===== src/rtl/alu_pkg.sv =====
// Shared definitions for the ALU and the sequencers that borrow it:
// widths, iteration count, ALU opcodes and the multiply FSM states.
package alu_pkg;

  localparam int DATA_W = 16;
  localparam int ITER_N = 16;

  localparam logic [2:0] ALU_AND = 3'b000;
  localparam logic [2:0] ALU_ORR = 3'b001;
  localparam logic [2:0] ALU_ADD = 3'b010;
  localparam logic [2:0] ALU_SUB = 3'b011;
  localparam logic [2:0] ALU_SLT = 3'b111;

  typedef enum logic [1:0] {
    IDLE = 2'd0,
    CALC = 2'd1,
    FIX  = 2'd2,
    DONE = 2'd3
  } state_t;

  // Two's-complement magnitude; 16'h8000 maps to 16'h8000, read as unsigned.
  function automatic logic [DATA_W-1:0] mag(input logic [DATA_W-1:0] v);
    return v[DATA_W-1] ? (~v + 1'b1) : v;
  endfunction

endpackage


===== src/rtl/alu_mul_seq.sv =====
// 16x16 shift-add multiplier that sequences an external shared ALU, 16 iterations.
// Define ALU_MUL_SIGNED_EN to add the op_signed port (sign-magnitude signed multiply).
module alu_mul_seq
  import alu_pkg::*;
(
  input  logic                  clk,
  input  logic                  rst_n,
  input  logic                  start,
  input  logic [DATA_W-1:0]     op_a,
  input  logic [DATA_W-1:0]     op_b,
`ifdef ALU_MUL_SIGNED_EN
  input  logic                  op_signed,
`endif
  output logic                  busy,
  output logic                  done,
  output logic [2*DATA_W-1:0]   result,
  output logic [DATA_W-1:0]     alu_x,
  output logic [DATA_W-1:0]     alu_y,
  input  logic [DATA_W-1:0]     alu_z,
  output logic                  alu_c_in,
  input  logic                  alu_c_out,
  output logic [2:0]            alu_op
);

  state_t                r_state;
  logic [DATA_W-1:0]     r_a;
  logic [2*DATA_W-1:0]   r_p;
  logic [2*DATA_W-1:0]   r_result;
  logic [4:0]            r_cnt;
  logic                  r_busy;
  logic                  r_done;

  logic                  w_calc;
  logic [DATA_W-1:0]     w_a_ld;
  logic [DATA_W-1:0]     w_b_ld;
  logic [2*DATA_W-1:0]   w_p_calc;
  logic [2*DATA_W-1:0]   w_p_fix;

`ifdef ALU_MUL_SIGNED_EN
  logic                  r_neg;
  logic                  w_neg_ld;

  // Signed operands are multiplied as magnitudes; the sign is restored in FIX.
  assign w_a_ld   = op_signed ? mag(op_a) : op_a;
  assign w_b_ld   = op_signed ? mag(op_b) : op_b;
  assign w_neg_ld = op_signed & (op_a[DATA_W-1] ^ op_b[DATA_W-1]);
  assign w_p_fix  = r_neg ? (~r_p + 1'b1) : r_p;
`else
  assign w_a_ld   = op_a;
  assign w_b_ld   = op_b;
  assign w_p_fix  = r_p;
`endif

  // One shift-add step: the ALU carry becomes the new top bit of P.
  assign w_p_calc = r_p[0] ? {alu_c_out, alu_z, r_p[DATA_W-1:1]}
                           : {1'b0, r_p[2*DATA_W-1:1]};

  assign w_calc   = (r_state == CALC);
  assign alu_op   = w_calc ? ALU_ADD : ALU_AND;
  assign alu_x    = w_calc ? r_p[2*DATA_W-1:DATA_W] : '0;
  assign alu_y    = w_calc ? r_a : '0;
  assign alu_c_in = 1'b0;

  assign busy   = r_busy;
  assign done   = r_done;
  assign result = r_result;

  always_ff @(posedge clk or negedge rst_n) begin
    if (!rst_n) begin
      r_state  <= IDLE;
      r_a      <= '0;
      r_p      <= '0;
      r_result <= '0;
      r_cnt    <= '0;
      r_busy   <= 1'b0;
      r_done   <= 1'b0;
`ifdef ALU_MUL_SIGNED_EN
      r_neg    <= 1'b0;
`endif
    end else begin
      case (r_state)
        IDLE: begin
          if (start) begin
            r_a     <= w_a_ld;
            r_p     <= {{DATA_W{1'b0}}, w_b_ld};
            r_cnt   <= '0;
            r_busy  <= 1'b1;
            r_state <= CALC;
`ifdef ALU_MUL_SIGNED_EN
            r_neg   <= w_neg_ld;
`endif
          end
        end
        CALC: begin
          r_p   <= w_p_calc;
          r_cnt <= r_cnt + 5'd1;
          if (r_cnt == 5'(ITER_N - 1)) begin
            r_state <= FIX;
          end
        end
        FIX: begin
          r_p      <= w_p_fix;
          r_result <= w_p_fix;
          r_done   <= 1'b1;
          r_state  <= DONE;
        end
        DONE: begin
          r_done  <= 1'b0;
          r_busy  <= 1'b0;
          r_state <= IDLE;
        end
        default: begin
          r_done  <= 1'b0;
          r_busy  <= 1'b0;
          r_state <= IDLE;
        end
      endcase
    end
  end

endmodule


===== config.mk =====
export PLATFORM = sky130hd
export DESIGN_NAME = alu_mul_seq
export DESIGN_NICKNAME = d
export VERILOG_FILES = /design/src/rtl/alu_pkg.sv /design/src/rtl/alu_mul_seq.sv
export SDC_FILE = /design/constraint.sdc
export NUM_CORES = 1
export LEC_CHECK = 0
export CAP_MARGIN = 15
export CELL_PAD_IN_SITES_DETAIL_PLACEMENT = 1
export CELL_PAD_IN_SITES_GLOBAL_PLACEMENT = 1
export CORE_MARGIN = 2
export CORE_UTILIZATION = 33
export CTS_CLUSTER_DIAMETER = 200
export DETAILED_ROUTE_END_ITERATION = 10
export HOLD_SLACK_MARGIN = 0.02
export PLACE_DENSITY = 0.81
export SKIP_CTS_REPAIR_TIMING = 1
export SYNTH_ARGS = -nofsm -noshare
export SYNTH_HDL_FRONTEND = slang
export SYNTH_SLANG_ARGS = --single-unit

===== constraint.sdc =====
create_clock -name clk -period 1.65 [get_ports clk]
set_input_delay 0.33 -clock clk [delete_from_list [all_inputs] [get_ports clk]]
set_output_delay 0.33 -clock clk [all_outputs]
set_load 0.02 [all_outputs]

==> summary.txt, run 1 <==
Chip Width: 114 µm
critical path startpoint category: register
Post-Route WL: 11100 µm
unrepaired setup endpoints after global routing: true
outcome: complete, but fails checks
TritonRoute pass-1 iters: 4
I/O Buffers: 118
violated checks: negative setup slack
flops & latches, synth: 89
most frequent cells after synthesis: dfrtp_1, mux2_2, nand2_1, and2_1, mux2i_1
Ant. Diodes: 0
Initial DRC Count: 120
clk slew on worst S/H paths: 0.07 ns
Num CTS Buffers: 9
CTS tree: yes
Netlist cell types: 31
post-synth top area share: 55.6%
CTS Root Cell: clkbuf_16
post-synthesis sequential area ratio: 55.6%
DPL Wire Length: 7200 µm
# rows: 40
placed insts: 601
worst endpoint required time: 1.32 ns
vias in the first global route: 3295
routed vias/inst: 4.84
layout cells sized above 1: 34.2%
Tcrit/Tclk final: 107%
Final Hold Viols: 0
most common cell in the netlist: dfrtp_1
Ports: 122
GP Congestion: 0.715
All-Layer GR Usage: 16.3%
PD cells: 2050 nW/µm²
# DRC: 0
Initial Util: 33.6%
H-tree Lvls: 3
Post-synth ARST share: 100%
type of the worst min-delay path: primary input to asynchronous set/reset pin
Synth area leaders: dfrtp_1, mux2_2, mux2i_1, and2_1, o21ai_0
post-synthesis cell count: 330
CTS sink count: 89
Pleak: 0.00326 µW
Reg2Reg Setup Slack: -0.05 ns
WS Path Type: register to primary output
initial antenna violation count: 0
FILL cells: 1233
Arr. time, crit path: 1.44 ns
CP max FO: 15
CP Capture Type: primary output
Synth area leader: dfrtp_1
detailed-route via count: 3042
Final min period: 1.77 ns
worst slack, placed: -0.313 ns
Area Growth Syn to Fin: 56.8%
top_reg_cell synth: dfrtp_1
setup ws final: -0.116 ns
Die H: 114 µm
clk_lat worst skew: 0.34 ns
first-pass GRT wire length: 16600 µm
NumNets Final: 536
Max VDD drop: 1.01 mV
Std-Cell Core Area: 11900 µm²
Final setup viols: 37
largest net degree at the start of global routing: 90
Avg Inst Size Synth: 12.1 µm²
Final Total Pwr: 12900 µW
fin cells: 629
Worst Skew: 0.00700 ns
Slew Viols, Final: 0
Max Clk Rate: 566 MHz
Max Cap Viol: 0
grt total ovfl: 0
ANT nets after route: 0
wire length per cell: 17.7 µm
number of synthesized flops with an enable pin: 0
Yosys Warn Count: 0
Max clock buf depth: 2
Synth Cell Area: 4010 µm²
die area: 13000 µm²
-- layout by cell type, fill, tap and decap left out, types with 2 or more instances in the layout --
master / instances
a31oi_1: 2
and2_1: 22
and2_4: 10
buf_12: 11
buf_4: 33
buf_6: 23
buf_8: 2
bufinv_16: 2
clkbuf_16: 14
clkdlybuf4s50_1: 50
clkinv_2: 3
conb_1: 3
dfrtp_1: 89
dlymetal6s2s_1: 34
ha_4: 4
inv_1: 3
inv_2: 2
mux2_2: 48
mux2i_1: 31
nand2_1: 35
nor2_1: 4
o21ai_0: 11
o21ai_1: 20
o21ai_2: 2
o22ai_1: 2
-- critical path, stage by stage (launching register included) --
cell and delay (ns):
dfrtp_1 0.40, inv_2 0.09, ha_4 0.17, buf_12 0.15, and2_1 0.16, buf_6 0.12
-- metal layers --
metal	part of all wire (%)	GRT usage [%]	vias to the layer above
met5	0	0	-
met4	1.1	4.07	0
met3	5.6	4.82	11
met2	53	28.6	81
met1	40	19.6	1541
li1	-	-	1409
-- cell type report --
| class | count | area, µm² | area share [%] |
|---|---|---|---|
| Clock buffer | 9 | 225 | 3.59 |
| Inverter | 5 | 18.8 | 0.299 |
| Sequential cell | 89 | 2230 | 35.5 |
| Tap cell | 147 | 184 | 2.93 |
| Clock inverter | 6 | 83.8 | 1.34 |
| Multi-Input combinational cell | 214 | 1730 | 27.5 |
| Timing Repair Buffer | 159 | 1810 | 28.9 |
-- worst paths after layout --
check / end / from / cells after the start
setup / recovery: alu_y[10] / r_state[1] / 5
hold / removal: result[21] / rst_n / 2
setup reg to reg: r_state[1] / r_state[1] / 7
hold reg to reg: result[31] / result[31] / 1
max in group asynchronous: r_p[15] / rst_n / 2
min in group clk: result[31] / result[31] / 1
-- stage by stage --
step | cell area (µm²) | setup TNS, ns | hold WS [ns] | util (%)
6_report | 6280 | -2.79 | 0.0132 | 52.7
5_1_grt | 6280 | -7.15 | 0.0468 | 52.7
3_3_place_gp | 5570 | -8.84 | 0.412 | 46.7
3_5_place_dp | 5570 | -12.71 | 0.414 | 46.7
4_1_cts | 5880 | -26.92 | 0.0443 | 49.3
2_1_floorplan | 4010 | 0 | 0.0344 | -
-- kinds of logic (layout without fill, tap and decap cells) --
family	Yosys count	count (layout)	synth area share [%]
flip-flops	89	89	55.6
adder cells (fa/ha/maj)	6	6	1.87
other	1	3	0.0936
buffers and inverters	29	179	4.15
multiplexers	81	81	22.1
AND/OR/NAND/NOR	82	82	10.4
AO/OA/AOI/OAI	42	42	5.75
-- where the power goes --
| group | total (µW) | internal (µW) | switching, µW |
|---|---|---|---|
| Sequential | 3860 | 3190 | 673 |
| Clock | 2140 | 1310 | 828 |
| Combinational | 6900 | 3730 | 3170 |
-- flip-flops by register name, summed over array words and instances, names as in the netlist --
register,cells
done,1
r_a,16
r_cnt,5
r_p,32
result,32
busy,1
r_state,2
(Power assumes the default switching activity.)
==> run 2, diff against run 1 <==
--- a/config.mk
+++ b/config.mk
@@ -9,12 +9,14 @@
 export CELL_PAD_IN_SITES_DETAIL_PLACEMENT = 1
 export CELL_PAD_IN_SITES_GLOBAL_PLACEMENT = 1
 export CORE_MARGIN = 2
-export CORE_UTILIZATION = 33
+export CORE_UTILIZATION = 44
 export CTS_CLUSTER_DIAMETER = 200
 export DETAILED_ROUTE_END_ITERATION = 10
+export DONT_BUFFER_PORTS = 1
 export HOLD_SLACK_MARGIN = 0.02
-export PLACE_DENSITY = 0.81
+export PLACE_DENSITY = 0.8
 export SKIP_CTS_REPAIR_TIMING = 1
+export SLEW_MARGIN = 20
 export SYNTH_ARGS = -nofsm -noshare
 export SYNTH_HDL_FRONTEND = slang
 export SYNTH_SLANG_ARGS = --single-unit
==> summary.txt, run 2 (synthesis gave the netlist of run 1 again) <==
ANT nets after route: 0
Max Clk Rate: 579 MHz
unrepaired setup endpoints after global routing: true
commonest cells after routing, fill and taps aside: dfrtp_1, mux2_2, nand2_1
Slew Viols, Final: 0
H-tree Lvls: 3
GP Congestion: 0.753
WS Path Type: register to register
routed vias/inst: 5.40
CTS tree: yes
Initial DRC Count: 48
Std-Cell Core Area: 8760 µm²
wire length per cell: 20.0 µm
Slowest cell on crit path: dfrtp_1
Worst Skew: 0.0139 ns
worst-path cell chain: ha_2 > and3_4 > ha_4 > and2b_2 > nor2_4 > mux2_4
FILL cells: 892
die area: 9880 µm²
Num CTS Buffers: 9
clk slew on worst S/H paths: 0.10 ns
final worst hold slack: -0.344 ns
Reg area: 2230 µm²
Max VDD drop: 0.973 mV
Initial Util: 45.7%
setup ws final: -0.0786 ns
Post-Route WL: 9300 µm
worst endpoint required time: 1.89 ns
initial antenna violation count: 0
I/O Buffers: 0
Ports: 122
# rows: 34
Arr. time, crit path: 1.97 ns
area of the multi-input gates: 1770 µm²
All-Layer GR Usage: 18.2%
critical path's top delay family: simple AND/OR/NAND/NOR gates
TritonRoute pass-1 iters: 6
Final Hold Viols: 89
outcome: complete, but fails checks
violated checks: negative hold slack, negative setup slack
Pleak: 0.00218 µW
Tcrit/Tclk final: 105%
NumNets Final: 410
CP max FO: 4
type of the worst min-delay path: primary input to asynchronous set/reset pin
Ant. Diodes: 0
first-pass GRT wire length: 13800 µm
CP Capture Type: register
Worst Path Buf+Inv: 0
fin util: 54.3%
detailed-route via count: 2512
Die H: 99.4 µm
vias in the first global route: 2633
# DRC: 0
layout cells sized above 1: 40.3%
Area Growth Syn to Fin: 18.9%
Max clock buf depth: 2
Worst path max stage delay: 0.39 ns
most common cell after layout, fill and taps aside: dfrtp_1
Max Cap Viol: 0
CTS sink count: 89
clk_lat worst skew: 0.36 ns
Final min period: 1.73 ns
DPL Wire Length: 6050 µm
PD cells: 2270 nW/µm²
Reg2Reg Setup Slack: -0.08 ns
CTS Root Cell: clkbuf_8
critical path startpoint category: register
Final setup viols: 35
Final Total Pwr: 10800 µW
grt total ovfl: 0
Chip Width: 99.4 µm
largest net degree at the start of global routing: 90
[run 2: cell count changes in the layout (fill, tap and decap cells not counted), sizes merged]
cell,delta
clkdlybuf4s50,-50
buf,-39
dlymetal6s2s,-34
clkbuf,-1
clkinv,-1
[run 2: worst paths after layout]
path	endpoint	cells past startpoint	start
min	result[10]	0	rst_n
max reg2reg	r_state[1]	6	r_cnt[0]
min reg2reg	r_cnt[3]	1	r_cnt[3]
min in group clk	r_a[0]	1	op_a[0]
max	r_state[1]	6	r_cnt[0]
max in group asynchronous	r_state[0]	0	rst_n
[run 2: worst reg2reg max path, cell delays in order (launching register included)]
cell and delay (ns):
dfrtp_1 0.39, ha_2 0.21, and3_4 0.20, ha_4 0.13, and2b_2 0.24, nor2_4 0.15
mux2_4 0.31
[run 2: area by class of cell]
class,instances,area share [%]
well taps,108,2.84
clock inverters,5,1.66
multi-input cells,214,37.2
clock buffers,11,2.97
inverters,5,0.394
flip-flops and latches,89,46.8
repair buffers,33,8.12
[run 2: report_power, final]
part           switching [µW]  internal, µW
registers                1230          3190
logic                    2180          2530
clock network             769           893
total                    4180          6610
[run 2: metrics by stage]
stage | instance area (µm²) | cells | setup TNS, ns | setup WS, ns
final | 4760 | 465 | -1.62 | -0.0786
after global routing | 4760 | 465 | -4.21 | -0.144
after CTS | 4390 | 446 | -11.44 | -0.341
after detailed placement | 4170 | 430 | -1.34 | -0.106
after global placement | 4170 | 430 | 0 | 0.0475
after floorplan | 4010 | 332 | 0 | 0.0239
[run 2: per-layer routing]
layer  global-route usage (%)  vias up  share of wire (%)
met5                        0        -                  0
met4                     6.32        0                1.6
met3                     5.55       12                5.3
met2                     29.6       85                 50
met1                     23.2     1258                 43
li1                         -     1157                  -
==> run 3, diff against run 2 <==
--- a/config.mk
+++ b/config.mk
@@ -9,12 +9,13 @@
 export CELL_PAD_IN_SITES_DETAIL_PLACEMENT = 1
 export CELL_PAD_IN_SITES_GLOBAL_PLACEMENT = 1
 export CORE_MARGIN = 2
-export CORE_UTILIZATION = 44
+export CORE_UTILIZATION = 46
+export CTS_BUF_LIST = sky130_fd_sc_hd__clkbuf_2 sky130_fd_sc_hd__clkbuf_4 sky130_fd_sc_hd__clkbuf_8
 export CTS_CLUSTER_DIAMETER = 200
 export DETAILED_ROUTE_END_ITERATION = 10
 export DONT_BUFFER_PORTS = 1
 export HOLD_SLACK_MARGIN = 0.02
-export PLACE_DENSITY = 0.8
+export PLACE_DENSITY = 0.83
 export SKIP_CTS_REPAIR_TIMING = 1
 export SLEW_MARGIN = 20
 export SYNTH_ARGS = -nofsm -noshare
==> summary.txt, run 3 (synthesis gave the netlist of run 1 again) <==
outcome: complete, but fails checks
violated checks: negative hold slack, negative setup slack
first-pass GRT wire length: 14600 µm
CTS sink count: 89
Final Hold Viols: 89
Initial Util: 46.6%
commonest cells after routing, fill and taps aside: dfrtp_1, mux2_2, and2_4
Die H: 97.3 µm
Std-Cell Core Area: 8590 µm²
detailed-route via count: 2598
TritonRoute pass-1 iters: 4
Max clock buf depth: 2
Pleak: 0.00217 µW
Area Growth Syn to Fin: 19.2%
Max Clk Rate: 569 MHz
Final min period: 1.76 ns
CTS tree: yes
unrepaired setup endpoints after global routing: true
Placement Cell Area: 4190 µm²
Initial DRC Count: 122
Tcrit/Tclk final: 107%
Chip Width: 97.3 µm
largest net degree at the start of global routing: 90
initial antenna violation count: 0
GP Congestion: 0.770
clk_lat worst skew: 0.37 ns
worst endpoint required time: 1.32 ns
most common cell after layout, fill and taps aside: dfrtp_1
Worst Skew: 0.0156 ns
Ports: 122
layout cells sized above 1: 40.7%
type of the worst min-delay path: primary input to asynchronous set/reset pin
# rows: 34
fin util: 55.6%
CP max FO: 6
wire length per cell: 21.3 µm
# DRC: 0
critical path startpoint category: register
vias in the first global route: 2845
I/O Buffers: 0
routed vias/inst: 5.66
H-tree Lvls: 3
grt total ovfl: 0
fin area: 4780 µm²
Max Cap Viol: 0
Max VDD drop: 1.05 mV
ANT nets after route: 0
Ant. Diodes: 0
All-Layer GR Usage: 19.4%
Num CTS Buffers: 9
NumNets Final: 404
final worst hold slack: -0.358 ns
clk slew on worst S/H paths: 0.10 ns
WS Path Type: register to primary output
Final setup viols: 34
CTS Root Cell: clkbuf_8
die area: 9470 µm²
setup ws final: -0.108 ns
worst slack, placed: -0.0282 ns
Reg2Reg Setup Slack: -0.04 ns
Arr. time, crit path: 1.43 ns
DPL Wire Length: 6190 µm
Post-Route WL: 9790 µm
CP Capture Type: primary output
PD cells: 2310 nW/µm²
Slew Viols, Final: 0
[run 3: cell types whose count changed in the layout (fill, tap and decap cells not counted), moves of 3 or more]
cell,previous run,this run
buf_4,22,10
o21ai_0,29,20
o21ai_1,4,12
buf_6,1,6
nand2_1,35,31
nand2_2,1,4
[run 3: routing by layer]
layer / vias to the layer above / wire [µm] / global-route usage [%]
li1: 1153 / - / -
met1: 1359 / 4160 / 24.4
met2: 78 / 5010 / 33.0
met3: 8 / 544 / 4.89
met4: 0 / 78 / 6.52
met5: - / 0 / 0
[run 3: worst max-delay path: stages (launching register included)]
cell and delay [ns]:
dfrtp_1 0.42, buf_6 0.13, ha_4 0.19, clkbuf_16 0.17
and2_4 0.16
[run 3: stage by stage]
step | power (µW) | cells | TNS [ns]
global placement | 8000 | 429 | 0
finish | 11000 | 459 | -3.31
global route | 11700 | 459 | -6.47
floorplan | 7120 | 332 | 0
CTS | 10000 | 445 | -10.61
detailed placement | 8290 | 429 | -0.0824
[run 3: final timing paths]
kind	from	end	depth (start not counted)
worst max-delay path	r_state[0]	alu_y[6]	4
worst min-delay path	rst_n	result[8]	0
worst max register to register	r_cnt[1]	r_state[1]	6
worst min register to register	r_a[10]	r_a[10]	1
max in group asynchronous	rst_n	r_a[0]	0
min in group clk	op_a[10]	r_a[10]	1
[run 3: cell type report]
type	count	area, µm²
Clock buffer	9	124
Clock inverter	7	101
Fill cell	880	3820
Inverter	5	21.3
Multi-Input combinational cell	214	1790
Sequential cell	89	2230
Tap cell	108	135
Timing Repair Buffer	27	373
[run 3: power breakdown]
group / switching (µW) / leakage, µW / internal, µW
clock: 853 / 0.000112 / 873
sequential: 1270 / 0.00113 / 3180
combinational: 2310 / 0.000930 / 2530
total: 4430 / 0.00217 / 6590
